## config.mk

```make
export PLATFORM = sky130hd
export DESIGN_NAME = seven_seg_controller
export DESIGN_NICKNAME = d
export VERILOG_FILES = /design/src/rtl/seven_seg_pkg.sv /design/src/rtl/bcd_to_7seg.sv /design/src/rtl/seven_seg_controller.sv
export SDC_FILE = /design/constraint.sdc
export NUM_CORES = 1
export LEC_CHECK = 0
export CAP_MARGIN = 20
export CORE_UTILIZATION = 50
export CTS_CLUSTER_SIZE = 14
export DETAILED_ROUTE_END_ITERATION = 7
export PLACE_DENSITY = 0.68
export SLEW_MARGIN = 40
export SYNTH_ARGS = -nofsm -noshare
export SYNTH_HDL_FRONTEND = slang
export SYNTH_HIERARCHICAL = 1
export SYNTH_SLANG_ARGS = --single-unit
```

## constraint.sdc

```tcl
create_clock -name clk_100MHz -period 2.7 [get_ports clk_100MHz]
set_input_delay 0.54 -clock clk_100MHz [delete_from_list [all_inputs] [get_ports clk_100MHz]]
set_output_delay 0.54 -clock clk_100MHz [all_outputs]
set_load 0.1 [all_outputs]
```

## src/rtl/seven_seg_pkg.sv

```systemverilog
// seven_seg_pkg: shared types and display constants for the seven-segment controller.
package seven_seg_pkg;
    typedef logic [3:0] bcd_t;
    typedef logic [6:0] seg_t;

    localparam seg_t SEG_0     = 7'b1000000;
    localparam seg_t SEG_1     = 7'b1111001;
    localparam seg_t SEG_2     = 7'b0100100;
    localparam seg_t SEG_3     = 7'b0110000;
    localparam seg_t SEG_4     = 7'b0011001;
    localparam seg_t SEG_5     = 7'b0010010;
    localparam seg_t SEG_6     = 7'b0000010;
    localparam seg_t SEG_7     = 7'b1111000;
    localparam seg_t SEG_8     = 7'b0000000;
    localparam seg_t SEG_9     = 7'b0010000;
    localparam seg_t SEG_BLANK = 7'b1111111;

    localparam logic [3:0] AN_0 = 4'b1110;
    localparam logic [3:0] AN_1 = 4'b1101;
    localparam logic [3:0] AN_2 = 4'b1011;
    localparam logic [3:0] AN_3 = 4'b0111;
endpackage

```

## src/rtl/bcd_to_7seg.sv

```systemverilog
// bcd_to_7seg: BCD digit to active-low segment pattern (g..a); non-BCD codes blank.
module bcd_to_7seg
    import seven_seg_pkg::*;
(
    input  bcd_t bcd_i,
    output seg_t seg_o
);
    always_comb begin
        case (bcd_i)
            4'd0:    seg_o = SEG_0;
            4'd1:    seg_o = SEG_1;
            4'd2:    seg_o = SEG_2;
            4'd3:    seg_o = SEG_3;
            4'd4:    seg_o = SEG_4;
            4'd5:    seg_o = SEG_5;
            4'd6:    seg_o = SEG_6;
            4'd7:    seg_o = SEG_7;
            4'd8:    seg_o = SEG_8;
            4'd9:    seg_o = SEG_9;
            default: seg_o = SEG_BLANK;
        endcase
    end
endmodule

```

## src/rtl/seven_seg_controller.sv

```systemverilog
// seven_seg_controller: free-running 4-digit BCD counter on a multiplexed common-anode display.
// Define SSC_LEADING_ZERO_BLANK_EN to blank leading zero digits (ones digit always shown).
module seven_seg_controller
    import seven_seg_pkg::*;
#(
    parameter int COUNT_DIV    = 10_000_000,
    parameter int REFRESH_BITS = 18
) (
    input  logic       clk_100MHz,
    input  logic       reset,
    output logic [3:0] anode,
    output logic [6:0] segment
);
    localparam int PW = COUNT_DIV > 1 ? $clog2(COUNT_DIV) : 1;

    logic [PW-1:0]           presc_q, presc_d;
    logic [REFRESH_BITS-1:0] refresh_q;
    logic [15:0]             counter_q, counter_d, counter;
    logic [3:0]              carry, nine;
    logic [1:0]              sel;
    logic                    tick, blank;
    bcd_t                    digit;
    seg_t                    seg_raw;

    assign counter = counter_q;
    assign tick    = presc_q == PW'(COUNT_DIV - 1);
    assign presc_d = tick ? '0 : presc_q + PW'(1);
    assign carry[0] = tick;

    // Ripple the decimal carry through all nibbles within one cycle.
    for (genvar g = 0; g < 4; g++) begin : g_bcd
        assign nine[g] = counter[4*g +: 4] == 4'd9;
        assign counter_d[4*g +: 4] = !carry[g] ? counter[4*g +: 4] :
                                     nine[g]   ? 4'd0 : counter[4*g +: 4] + 4'd1;
        if (g < 3) begin : g_c
            assign carry[g+1] = carry[g] & nine[g];
        end
    end

    always_ff @(posedge clk_100MHz or posedge reset) begin
        if (reset) begin
            presc_q   <= '0;
            refresh_q <= '0;
            counter_q <= '0;
        end else begin
            presc_q   <= presc_d;
            refresh_q <= refresh_q + REFRESH_BITS'(1);
            counter_q <= counter_d;
        end
    end

    assign sel   = refresh_q[REFRESH_BITS-1 -: 2];
    assign anode = sel == 2'd0 ? AN_0 : sel == 2'd1 ? AN_1 : sel == 2'd2 ? AN_2 : AN_3;
    assign digit = counter[{sel, 2'b00} +: 4];

`ifdef SSC_LEADING_ZERO_BLANK_EN
    assign blank = sel != 2'd0 && (counter >> {sel, 2'b00}) == 16'd0;
`else
    assign blank = 1'b0;
`endif

    bcd_to_7seg u_dec (
        .bcd_i (digit),
        .seg_o (seg_raw)
    );

    assign segment = blank ? SEG_BLANK : seg_raw;
endmodule

```

**Yosys cells after proc, flatten, opt, wreduce, memory -nomap -nowiden**

Memories as Yosys holds them, arrays and structs flattened.
Index checks and enable logic that the tools add are counted.

- Register bits after elaboration: 58
- Input bits: 2
- Output and inout bits: 11
- Memory bits (read-only): 112
- Memories kept: 1
- Logic and storage cells: 33

Memory list:

| memory | words | bits a word | rd ports | clocked after Yosys merged registers in | wr ports | RTL line | source |
|---|---|---|---|---|---|---|---|
| (name not given) | 16 | 7 | 1 | 0 | 0 | bcd_to_7seg.sv:9 | `case (bcd_i)` |

- Reduce and logical (&&, ||, !) cells: 1
- Shift operators: 1
- $add $sub $neg: 6
- Bitwise logic cells: 3
- Eq/ne operators: 7
- Mux-type cells: 8

Operator list:

| kind | number |
|---|---|
| 4-bit two-way mux | 7 |
| 24-bit by 1-bit adder with 24-bit output, second input constant | 1 |
| 24-bit equality test, second input constant | 1 |
| 24-bit two-way mux | 1 |
| 18-bit by 1-bit adder with 18-bit output, second input constant | 1 |
| 4-bit by 1-bit adder with 4-bit output, second input constant | 4 |
| 4-bit equality test, second input constant | 4 |
| 16-bit by 5-bit indexed part select with 4-bit output | 1 |
| 1-bit bitwise AND | 3 |
| 2-bit by 1-bit equality test with 1-bit output, second input constant | 1 |
| 2-bit equality test, second input constant | 1 |
| 2-bit logical NOT | 1 |

**Longest topological paths before layout**

- Depth in word-level cells: 4
- Depth in mapped cells: 7

**Modules after synthesis**

The synthesis kept the hierarchy.

Modules (own cells, without submodules):

| module | area each (µm²) | cells an instance | seq. area each (µm²) | times used |
|---|---|---|---|---|
| seven_seg_controller | 2904.0 | 274 | 1451.4 | 1 |
| bcd_to_7seg | 210.2 | 33 | 0.0 | 1 |

**Worst setup path before layout**

Ideal clock, no wire load.

- Path kind: register -> output
- Start point: reg refresh_q[16]
- End point: out segment[2]
- Path slack: -1524 ps
- Required time: 2160 ps
- Arrival: 3684 ps
- Cell stages (with the launch flop): 7
- Path through: dfrtp_1 clkbuf_1 mux4_2 inv_1 ha_1 nand2b_1 o21ai_0

- Cells in the longest elaborated chain, start to end: 2

RTL lines:

| item | RTL line | source |
|---|---|---|
| start, declared | seven_seg_controller.sv:17 | `logic [REFRESH_BITS-1:0] refresh_q;` |
| start signal, assigned | seven_seg_controller.sv:47 | `refresh_q <= refresh_q + REFRESH_BITS'(1);` |
| 16-bit by 5-bit indexed part select with 4-bit output | seven_seg_controller.sv:54 | `assign digit = counter[{sel, 2'b00} +: 4];` |
| net digit[0] | seven_seg_controller.sv:22 | `bcd_t digit;` |
| memory read 16 x 7 bit | -- |  |
| end, declared | seven_seg_controller.sv:12 | `output logic [6:0] segment` |

The timed path passes the listed nets, and every way through them passes these cells.

**Worst setup path in the final report**

- Start point: reg refresh_q[16]
- End point: out segment[1]

The elaborated chain is that of the path after synthesis.

==> out/qor.yml <==
fill_cells: 498
syn_to_final_growth_pct: 21.2
finalWeightedCongestion: 0.788
crit_arrival_ns: 2.17
synth.top_cells.by_area: "dfrtp_1 47%, xnor2_1 7.9%, xor2_1 4.8%, nand3_1 3.7%, nor2_1 3.5%"
p_leak_nw: 1.63
synth_ff_type: "dfrtp_1"
seq_area_frac_synth: 0.466
die_x_um: 80.9
synth-edff-count: 0
syn-num-nets: 316
clkTransAtPathRegs_ns: 0.06
hpwl_um: 3960
avgViaCountPerCell: 5.43
synth.cell_area_mm2: 0.00311
irDropWorstVdd_mv: 0.386
drv_cap: 0
hold_slack_ns: 0.478
crit_path_end_kind: "primary output"
die_y_um: 80.9
synth_cells: 307
ios: 13
port_buffers: 12
setup_viol: 3
hp-class: "flop to flop"
yosysWarnings: 6
crit_path_start_kind: "flop"
drive_gt1_frac: 0.240
ant_nets: 0
finalHoldViolations: 0
nNetsFinal: 350
clockBufferDepth: 2
critPathMaxFanout: 5
grt_pass1_vias: 2132
finClkSkew_ns: 0.00995
cts_hold_buf: 0
antenna_found_initial: 0
fin_crit_ns: 2.71
grt_pass1_wl_um: 9760
power.density_mw_per_mm2: 419
top_layer_used: "met4"
outcome: "finished with violations"
drc: 0
place_ws_ns: 0.0682
cts_tree: "built"
required_ns: 2.16
final.setup.worst_slack_ns: -0.0124
met2WireLength_um: 2780
fmax_mhz: 369
violations: "negative setup slack"
rsz0062_at_grt: "true"
postSynth.asyncResetShare: 1.00
ys_ff_latch: 58
totalWireLength_um: 5950
clock-sinks: 58
worstMarginPinSlew_ns: 0.661
core_area_mm2: 0.00596
met3_length_um: 111
cts.htree.levels: 3
grt.total_usage: 0.197
slew_headroom: 0.556
post_drt_wl_per_cell_um: 14.1
synth_cell_types: 49
grt_max_degree: 59
placementRows: 28
insertedDiodeCount: 0
synth.avg_cell_area_um2: 10.1
route.vias.total: 2287
rrSetupSlack_ns: 0.57
clock_latency_ns: 0.33
yosysTopAreaCell: "dfrtp_1"
drtIter0Drc: 85
finalCritPeriodShare: 1.00
dieArea_mm2: 0.00655
initial_core_util: 0.523
wl_met1_um: 2960
grt_overflow: 0
cts-root-buf: "clkbuf_8"
critical_path_class: "flop to primary output"
final-max-slew-violation-count: 0
cts_buffers: 9
synth_top_cell_area_share: 0.466
firstDrtPassIters: 4
[flip-flops by register name, indices dropped and copies added (netlist names)]
register / flops
counter: 16
presc_q: 24
refresh_q: 18
[metrics by stage]
stage	instances	total power (W)	setup TNS [ns]	cell area (um2)	util
after detailed placement	393	0.000908	0	3460	0.581
final	421	0.00158	-0.0341	3770	0.634
after global routing	421	0.00163	-0.336	3770	0.634
after floorplan	307	0.000898	0	3170	-
after global placement	393	0.000908	0	3460	0.581
after CTS	415	0.00160	-0.0885	3700	0.622
[layer usage]
| metal | GRT usage | up-vias |
|---|---|---|
| met5 | 0 | - |
| met4 | 0.0857 | 0 |
| met3 | 0.0337 | 10 |
| met2 | 0.304 | 25 |
| met1 | 0.272 | 1114 |
| li1 | - | 1138 |
[synthesized netlist by cell type, types with 2 or more instances]
| cell | number |
|---|---|
| dfrtp_1 | 58 |
| nor2_1 | 29 |
| xnor2_1 | 28 |
| nand2_1 | 24 |
| nand3_1 | 23 |
| xor2_1 | 17 |
| inv_1 | 16 |
| nand4_1 | 16 |
| o21ai_0 | 10 |
| ha_1 | 7 |
| nand2b_1 | 7 |
| a21oi_1 | 6 |
| nor4_1 | 6 |
| and3_1 | 5 |
| mux4_2 | 4 |
| nor2b_1 | 4 |
| buf_2 | 3 |
| clkbuf_1 | 3 |
| nor3_1 | 3 |
| or2_2 | 3 |
| and4_1 | 2 |
| nand4bb_1 | 2 |
| nor3b_1 | 2 |
| nor4_2 | 2 |
| or3_1 | 2 |
| or4b_1 | 2 |
[path summary, 6_finish.rpt]
check	from	cells past startpoint	end
max	refresh_q[16]	6	segment[1]
min	refresh_q[0]	1	refresh_q[0]
max reg2reg	presc_q[11]	5	counter[13]
min reg2reg	refresh_q[0]	1	refresh_q[0]
max in group asynchronous	reset	3	refresh_q[16]
min in group asynchronous	reset	3	refresh_q[4]
[report_power, final]
part	switching [W]	internal (W)	leakage [nW]
clock network	0.000340	0.000353	0.0851
registers	0	0.000869	0.773
logic	0.0000167	0.00000449	0.776
total	0.000357	0.00123	1.63
[worst max-delay path, stage by stage, from the launching register on]
cell,delay (ns)
dfrtp_2,0.41
mux4_2,0.57
inv_1,0.14
ha_1,0.30
o21ai_2,0.18
o21ai_4,0.08
buf_12,0.17
[layout by cell type, fill, tap and decap left out, drive strengths merged, types with 2 or more instances in the layout]
cell type,count
nor3b,2
xor2,17
nand2,25
nand2b,7
nor2b,4
buf,28
and4bb,2
clkbuf,11
and4,3
inv,16
or2,4
or4b,3
ha,7
a21oi,7
nor2,29
nand4,16
o21ai,10
nand4bb,2
nand3,24
mux2,2
or3,2
xnor2,28
clkinvlp,2
clkinv,3
nor3,4
dfrtp,58
nor4,9
and3,5
mux4,5
[cells by family after synthesis]
kind of cell	synth area share
and+or+nand+nor	0.267
DFF	0.466
xor gates and xnor gates	0.127
buffers and inverters	0.0313
AOI/OAI and AO/OA	0.0414
muxes	0.0394
adders and majority gates	0.0281
[timing repair]
action | in CTS | in global routing
buffers inserted | 6 | 5
cloned | 0 | 1
resized for setup | 11 | 5
hold endpoints to repair | 0 | 0
endpoints found under the setup margin | 6 | 6
pin swaps | 3 | 0
[cell type report]
type	count	area, um2	share of cell area
inverter	16	60.1	0.0159
tap	75	93.8	0.0249
clock buffer	11	141	0.0375
multi-input combinational	227	1670	0.442
timing repair buffer	29	324	0.0858
sequential	58	1460	0.386
clock inverter	5	30.0	0.00795
Power figures use the tool's default switching activity.
